**config.mk**
```make
export PLATFORM = sky130hd
export DESIGN_NAME = ifetch_unit_flat
export DESIGN_NICKNAME = d
export VERILOG_FILES = /design/src/rtl/ifetch_unit_if.sv /design/src/rtl/ifetch_unit.sv /design/src/flat_wrapper.sv
export SDC_FILE = /design/constraint.sdc
export NUM_CORES = 1
export LEC_CHECK = 0
export ABC_AREA = 1
export CORE_ASPECT_RATIO = 2
export CORE_MARGIN = 1
export CORE_UTILIZATION = 56
export CTS_BUF_LIST = sky130_fd_sc_hd__clkbuf_8
export DETAILED_ROUTE_END_ITERATION = 12
export GPL_TIMING_DRIVEN = 1
export PLACE_DENSITY = 0.88
export SYNTH_ARGS = -nofsm -noshare
export SYNTH_HDL_FRONTEND = slang
export SYNTH_SLANG_ARGS = --single-unit
```
**constraint.sdc**
```tcl
create_clock -name clk -period 7.35 [get_ports clk]
set_input_delay 1.1025 -clock clk [delete_from_list [all_inputs] [get_ports clk]]
set_output_delay 1.1025 -clock clk [all_outputs]
set_load 0.01 [all_outputs]
```
**src/rtl/ifetch_unit_if.sv**
```systemverilog
// ---------------------------------------------------------------------------
// ifetch_unit_if
//
// Bundles every non-clock/non-reset signal of the instruction fetch unit:
//   - instruction-memory bus : imem_req, imem_addr (fetch side drives),
//                              imem_ack, imem_rdata (memory drives)
//   - decode-side handshake  : instr, instr_valid, pc_out (fetch side drives),
//                              instr_ready (decode drives)
//   - redirect inputs        : branch, jump, jr, zero, rs_data (decode/ALU
//                              drive; sampled only when an instruction is
//                              consumed)
//
// Modports:
//   master - the fetch unit itself
//   slave  - the environment (memory + decode stage)
// ---------------------------------------------------------------------------
interface ifetch_unit_if;
    // instruction-memory read bus
    logic        imem_req;
    logic [31:0] imem_addr;
    logic        imem_ack;
    logic [31:0] imem_rdata;

    // fetched instruction towards decode
    logic [31:0] instr;
    logic        instr_valid;
    logic        instr_ready;
    logic [31:0] pc_out;

    // control flags and jr source for the held instruction
    logic        branch;
    logic        jump;
    logic        jr;
    logic        zero;
    logic [31:0] rs_data;

    modport master (
        output imem_req,
        output imem_addr,
        input  imem_ack,
        input  imem_rdata,
        output instr,
        output instr_valid,
        input  instr_ready,
        output pc_out,
        input  branch,
        input  jump,
        input  jr,
        input  zero,
        input  rs_data
    );

    modport slave (
        input  imem_req,
        input  imem_addr,
        output imem_ack,
        output imem_rdata,
        input  instr,
        input  instr_valid,
        output instr_ready,
        input  pc_out,
        output branch,
        output jump,
        output jr,
        output zero,
        output rs_data
    );
endinterface

```
**src/rtl/ifetch_unit.sv**
```systemverilog
// ---------------------------------------------------------------------------
// ifetch_unit
//
// Single-issue instruction fetch unit. Holds the program counter, issues one
// read to instruction memory at a time, holds the returned word for the
// decode stage and, when decode consumes it, computes the next PC from the
// decode/ALU flags (jr, jump, taken branch or sequential).
//
// Ports:
//   clk          - single clock, all state changes on its rising edge
//   rst_n        - asynchronous active-low reset
//   bus          - ifetch_unit_if.master (memory bus, decode handshake,
//                  redirect flags)
//   redirect_cnt - [optional] 16-bit saturating count of accepted
//                  instructions whose successor was not PC+4
//
// Parameters:
//   RESET_PC     - PC loaded on reset (first fetch address)
//
// Build options:
//   IFETCH_REDIRECT_CNT_EN - when defined, adds the redirect_cnt output and
//                            its counter; otherwise the port is absent.
//
// Sequencing: IDLE -> REQ (unconditional), REQ -> HOLD on imem_ack,
// HOLD -> REQ when instr_ready. imem_req is high exactly in REQ, instr_valid
// exactly in HOLD; both are registered alongside the state.
// ---------------------------------------------------------------------------
module ifetch_unit #(
    parameter logic [31:0] RESET_PC = 32'h0000_0000
) (
    input  logic          clk,
    input  logic          rst_n,
    ifetch_unit_if.master bus
`ifdef IFETCH_REDIRECT_CNT_EN
    ,
    output logic [15:0]   redirect_cnt
`endif
);

    typedef enum logic [1:0] {
        IDLE = 2'd0,
        REQ  = 2'd1,
        HOLD = 2'd2
    } state_t;

    state_t      state_reg;
    logic [31:0] pc_reg;
    logic [31:0] instr_reg;
    logic        req_reg;
    logic        valid_reg;

    // Reset is asserted asynchronously but released through this flop, so
    // the FSM sits in IDLE for the first edge after rst_n rises and the
    // first request appears on the second edge.
    logic        run_reg;

    // ------------------------------------------------------------------
    // Next-PC computation (combinational from held instruction + flags)
    // ------------------------------------------------------------------
    logic [31:0] pc4;
    logic [31:0] br_offset;
    logic [31:0] br_target;
    logic [31:0] jump_target;
    logic [31:0] jr_target;
    logic [31:0] next_pc;
    logic        accept;

    assign pc4         = pc_reg + 32'd4;
    // sign-extended word offset, already scaled by 4
    assign br_offset   = {{14{instr_reg[15]}}, instr_reg[15:0], 2'b00};
    assign br_target   = pc4 + br_offset;
    assign jump_target = {pc4[31:28], instr_reg[25:0], 2'b00};
    assign jr_target   = {bus.rs_data[31:2], 2'b00};

    // rs_data[1:0] is discarded to keep the jr target word aligned
    logic unused_rs_low;
    assign unused_rs_low = ^bus.rs_data[1:0];

    // jr beats jump beats taken branch; a jump with branch also set must
    // still jump, which this ordering guarantees.
    always_comb begin
        next_pc = pc4;
        if (bus.jr) begin
            next_pc = jr_target;
        end else if (bus.jump) begin
            next_pc = jump_target;
        end else if (bus.branch && bus.zero) begin
            next_pc = br_target;
        end
    end

    // Flags only matter on this condition; in every other cycle they are
    // ignored because nothing below looks at next_pc outside an accept.
    assign accept = (state_reg == HOLD) && bus.instr_ready;

    // ------------------------------------------------------------------
    // Reset release
    // ------------------------------------------------------------------
    always_ff @(posedge clk or negedge rst_n) begin
        if (!rst_n) begin
            run_reg <= 1'b0;
        end else begin
            run_reg <= 1'b1;
        end
    end

    // ------------------------------------------------------------------
    // Fetch FSM with registered outputs
    // ------------------------------------------------------------------
    always_ff @(posedge clk or negedge rst_n) begin
        if (!rst_n) begin
            state_reg <= IDLE;
            pc_reg    <= RESET_PC;
            instr_reg <= 32'd0;
            req_reg   <= 1'b0;
            valid_reg <= 1'b0;
        end else if (!run_reg) begin
            // first edge after reset release: stay in the reset state
            state_reg <= IDLE;
            pc_reg    <= RESET_PC;
            instr_reg <= 32'd0;
            req_reg   <= 1'b0;
            valid_reg <= 1'b0;
        end else begin
            case (state_reg)
                IDLE: begin
                    state_reg <= REQ;
                    req_reg   <= 1'b1;
                    valid_reg <= 1'b0;
                end
                REQ: begin
                    // pc_reg is untouched here, so imem_addr is stable
                    // for as long as the ack is withheld
                    if (bus.imem_ack) begin
                        instr_reg <= bus.imem_rdata;
                        state_reg <= HOLD;
                        req_reg   <= 1'b0;
                        valid_reg <= 1'b1;
                    end
                end
                HOLD: begin
                    // imem_ack is not looked at here: a stray ack is dropped
                    if (bus.instr_ready) begin
                        pc_reg    <= next_pc;
                        state_reg <= REQ;
                        req_reg   <= 1'b1;
                        valid_reg <= 1'b0;
                    end
                end
                default: begin
                    state_reg <= IDLE;
                    req_reg   <= 1'b0;
                    valid_reg <= 1'b0;
                end
            endcase
        end
    end

    assign bus.imem_req    = req_reg;
    assign bus.imem_addr   = pc_reg;
    assign bus.instr       = instr_reg;
    assign bus.instr_valid = valid_reg;
    assign bus.pc_out      = pc_reg;

`ifdef IFETCH_REDIRECT_CNT_EN
    // ------------------------------------------------------------------
    // Redirect counter: counts accepts whose successor is not PC+4
    // ------------------------------------------------------------------
    logic [15:0] redirect_cnt_reg;

    always_ff @(posedge clk or negedge rst_n) begin
        if (!rst_n) begin
            redirect_cnt_reg <= 16'd0;
        end else if (accept && (next_pc != pc4) && (redirect_cnt_reg != 16'hFFFF)) begin
            redirect_cnt_reg <= redirect_cnt_reg + 16'd1;
        end
    end

    assign redirect_cnt = redirect_cnt_reg;
`else
    // accept only feeds the optional counter
    logic unused_accept;
    assign unused_accept = accept;
`endif

endmodule

```
**src/flat_wrapper.sv**
```systemverilog
// flat-port wrapper written by rule: the top's interface ports become plain ports
module ifetch_unit_flat 
#(
    parameter logic [31:0] RESET_PC = 32'h0000_0000
)
  (clk, rst_n, bus_imem_req, bus_imem_addr, bus_imem_ack, bus_imem_rdata, bus_instr, bus_instr_valid, bus_instr_ready, bus_pc_out, bus_branch, bus_jump, bus_jr, bus_zero, bus_rs_data);
  ifetch_unit_if bus_i ();
  input  logic clk;
  input  logic rst_n;
  output wire logic [$bits(bus_i.imem_req)-1:0] bus_imem_req;
  output wire logic [$bits(bus_i.imem_addr)-1:0] bus_imem_addr;
  input wire logic [$bits(bus_i.imem_ack)-1:0] bus_imem_ack;
  input wire logic [$bits(bus_i.imem_rdata)-1:0] bus_imem_rdata;
  output wire logic [$bits(bus_i.instr)-1:0] bus_instr;
  output wire logic [$bits(bus_i.instr_valid)-1:0] bus_instr_valid;
  input wire logic [$bits(bus_i.instr_ready)-1:0] bus_instr_ready;
  output wire logic [$bits(bus_i.pc_out)-1:0] bus_pc_out;
  input wire logic [$bits(bus_i.branch)-1:0] bus_branch;
  input wire logic [$bits(bus_i.jump)-1:0] bus_jump;
  input wire logic [$bits(bus_i.jr)-1:0] bus_jr;
  input wire logic [$bits(bus_i.zero)-1:0] bus_zero;
  input wire logic [$bits(bus_i.rs_data)-1:0] bus_rs_data;
  assign bus_imem_req = bus_i.imem_req;
  assign bus_imem_addr = bus_i.imem_addr;
  assign bus_i.imem_ack = bus_imem_ack;
  assign bus_i.imem_rdata = bus_imem_rdata;
  assign bus_instr = bus_i.instr;
  assign bus_instr_valid = bus_i.instr_valid;
  assign bus_i.instr_ready = bus_instr_ready;
  assign bus_pc_out = bus_i.pc_out;
  assign bus_i.branch = bus_branch;
  assign bus_i.jump = bus_jump;
  assign bus_i.jr = bus_jr;
  assign bus_i.zero = bus_zero;
  assign bus_i.rs_data = bus_rs_data;
  ifetch_unit #(.RESET_PC(RESET_PC)) u_core (.clk(clk), .rst_n(rst_n), .bus(bus_i));
endmodule
```
==> metrics <==
Worst Max-Slew Pin Slew=1040 ps; # DRC=0; proportion of synthesized area in mux cells=0; Int Power=between 0.0007 and 0.0008 W; CTS tree=yes; DR iter-0 viols=~680; Async SR Flop Fraction=1.00; Clock Power Share=0.227; vias in the first global route=8000; GPL Wtd Cong=approximately 1.0; simple-gate share of the synthesized area=0.412; cts bufs inserted=9; Post-Synthesis Cells=1206; P&R area growth vs syn=23.9%; Pwr per Cell Area=roughly 150 nW/um^2; row count=57; IO Port Bufs=163; I/O pin total=170; commonest non-fill, non-tap cell in the layout=nand2_1; Synth Flop Type=dfrtp_1; Hold Buf Count CTS=0; DRT Wirelength=25700 um; setup_tns=0 ps; CTS max path bufs=2; post-cts resize count=0; Total GRT Usage=0.422; WP data required=between 7000 and 8000 ps; Power, Total=0.00133 W; Max Cap Viol=0; Seq/Total Area, Yosys=0.235; combinational share of power=0.425; met1 WL=8990 um; FF+latch count, synth=66; highest metal used=met4; Ant. Diodes=0; Pre-antenna DRT Iters=8; die area=13000 um^2; global-route wire length before repair=roughly 40000 um; CP Launch Type=flop; switching fraction of total power=0.425; worst min-delay path startpoint=u_core.bus.instr_valid; Chip Width=81.2 um; Clock Sinks=between 60 and 70; Slew Limit Fails=0; syn_area_per_cell=5.83 um^2; Clock Skews=14.4 ps; H-tree depth=3; EDFF count, synth=0; Largest register FFs=32; setup violators final=0; Tmin final=3780 ps; CP Data Arrival Time=4040 ps; largest family of logic cells by synthesized area=simple AND/OR/NAND/NOR gates; Via Count=8164; Core ar.=12200 um^2; xor/xnor cell area share of the yosys netlist=0.0137; VDD IR max=0.109 mV; fin crit share=0.514; Post-Synth Adder-Cell Area=0.0651; Leak=4.50 nW; DR WL met3=between 2000 and 2500 um; CP max FO=6; nets=1435; antenna viol nets, final=0; status=finished clean; largest net degree at the start of global routing=67; Crit Path Class=reg -> reg; Critical Path Start=u_core.bus.imem_addr[3]; wire length per cell=17.4 um; Worst-path clk slew=80 ps; complex-gate fraction of the synthesized area=0.112; Die Y=160 um; unrepaired setup endpoints after global routing=no; Post-CTS Setup Inserts=0; layout cells sized above 1=0.0405; Netlist Area Pre-Place=roughly 7000 um^2; Initial Util=0.577; reg2reg start=u_core.bus.imem_addr[3]; FMAX=0.265 GHz; Ys Warns=0; clock latency on the worst-skew pair=370 ps; R2R depth=18; Yosys cell types=40; Hold Crit Class=reg -> reg; final hold violations=0; Worst slew margin=0.308; WL met2=12700 um; gr ovfl total=0; WHS Path Cells=2; commonest non-fill, non-tap cells in the layout=nand2_1, inv_1, clkdlybuf4s50_1; endpoint type of the worst setup path=flop; Flop pwr share=0.348; Final HPWL DP=19800 um; Root Driver=clkbuf_8; Net Switching=between 0.0005 and 0.0006 W; Vias per Instance=around 5.5; initial antenna violation count=0
==> power by group through the flow <==
stage | logic [W] | registers, W | clock network [W]
global placement | 0.000548 | 0.000466 | 0
CTS | 0.000559 | 0.000461 | 0.000300
global route | 0.000629 | 0.000468 | 0.000315
finish | 0.000567 | 0.000463 | 0.000302
detailed placement | 0.000556 | 0.000468 | 0
floorplan | 0.000324 | 0.000464 | 0
==> worst max-delay path, cell delays in order (launching register included) <==
cell     delay, ps
dfrtp_1        470
ha_1           330
nand3_1        230
nor2_1         300
xor2_1         370
inv_1           80
ha_1           350
nand2_1        120
nor2_1         340
and2_1         260
nand2_1         90
nand3_1        240
nand2_1        110
nand2_2         90
nand2_1         60
nand3_1         70
nand2_1         50
nand2_1         50
nand2_1         50
==> cells in the mapped netlist (2+ instances only) <==
| master | count | area (um^2) |
|---|---|---|
| o211ai_1 | 6 | 45.0 |
| ha_1 | 35 | 438 |
| dfrtp_1 | 66 | 1650 |
| nor2_1 | 109 | 409 |
| nand2_1 | 396 | 1490 |
| buf_4 | 34 | 255 |
| inv_1 | 194 | 728 |
| nand3_1 | 119 | 596 |
| nor3_2 | 2 | 20.0 |
| o21ai_1 | 6 | 30.0 |
| o22ai_1 | 3 | 18.8 |
| nor3_1 | 13 | 65.1 |
| nand4_1 | 14 | 87.6 |
| a21o_1 | 3 | 22.5 |
| a21oi_1 | 58 | 290 |
| nor2_2 | 7 | 43.8 |
| conb_1 | 2 | 7.51 |
| o21ai_0 | 58 | 290 |
| and2_1 | 6 | 37.5 |
| o21bai_1 | 8 | 60.1 |
| inv_2 | 3 | 11.3 |
| nand2_2 | 6 | 37.5 |
| clkbuf_1 | 25 | 93.8 |
| nand3b_1 | 2 | 15.0 |
| xor2_1 | 8 | 70.1 |
| nand3_2 | 3 | 30.0 |
| buf_2 | 3 | 15.0 |
| or2_1 | 2 | 12.5 |
| xnor2_1 | 3 | 26.3 |
| nor2_4 | 2 | 22.5 |
==> metrics by stage <==
| step | hold WS [ps] | std cells | setup slack, ps | utilization | area, um^2 |
|---|---|---|---|---|---|
| after global placement | 506 | 1463 | 3840 | 0.700 | 8540 |
| after global routing | 568 | 1479 | 3110 | 0.714 | 8710 |
| after detailed placement | 524 | 1463 | 3760 | 0.700 | 8540 |
| final | 545 | 1479 | 3570 | 0.714 | 8710 |
| after floorplan | 534 | 1209 | 4660 | - | 7040 |
| after CTS | 541 | 1479 | 3780 | 0.714 | 8710 |
==> metal layers <==
metal,GRT usage,vias to the layer above
met2,0.688,421
met5,0,-
met3,0.0955,111
li1,-,3987
met1,0.466,3645
met4,0.303,0
==> final cells by class <==
cell class	count	area [um^2]
Fill cell	1091	3480
Multi-Input combinational cell	882	4280
Tap cell	147	184
Clock inverter	7	51.3
Timing Repair Buffer	171	1690
Inverter	197	739
Sequential cell	66	1650
Clock buffer	9	124
==> final timing paths <==
check / end / slack [ps]
worst min register to register: u_core.bus.instr_valid / 550
worst max register to register: u_core.bus.imem_addr[31] / 3570
min in group asynchronous: u_core.bus.instr[10] / 910
worst max-delay path: u_core.bus.imem_addr[31] / 3570
max in group asynchronous: u_core.bus.imem_addr[23] / 5830
worst min-delay path: u_core.bus.instr_valid / 550
==> cell families after synthesis <==
logic type	Yosys count
and+or+nand+nor	684
buffers and inverters	261
AOI/OAI and AO/OA	146
DFF	66
adders and majority gates	36
xor gates and xnor gates	11
other	2
No activity file was read; power rests on OpenSTA's default activity.
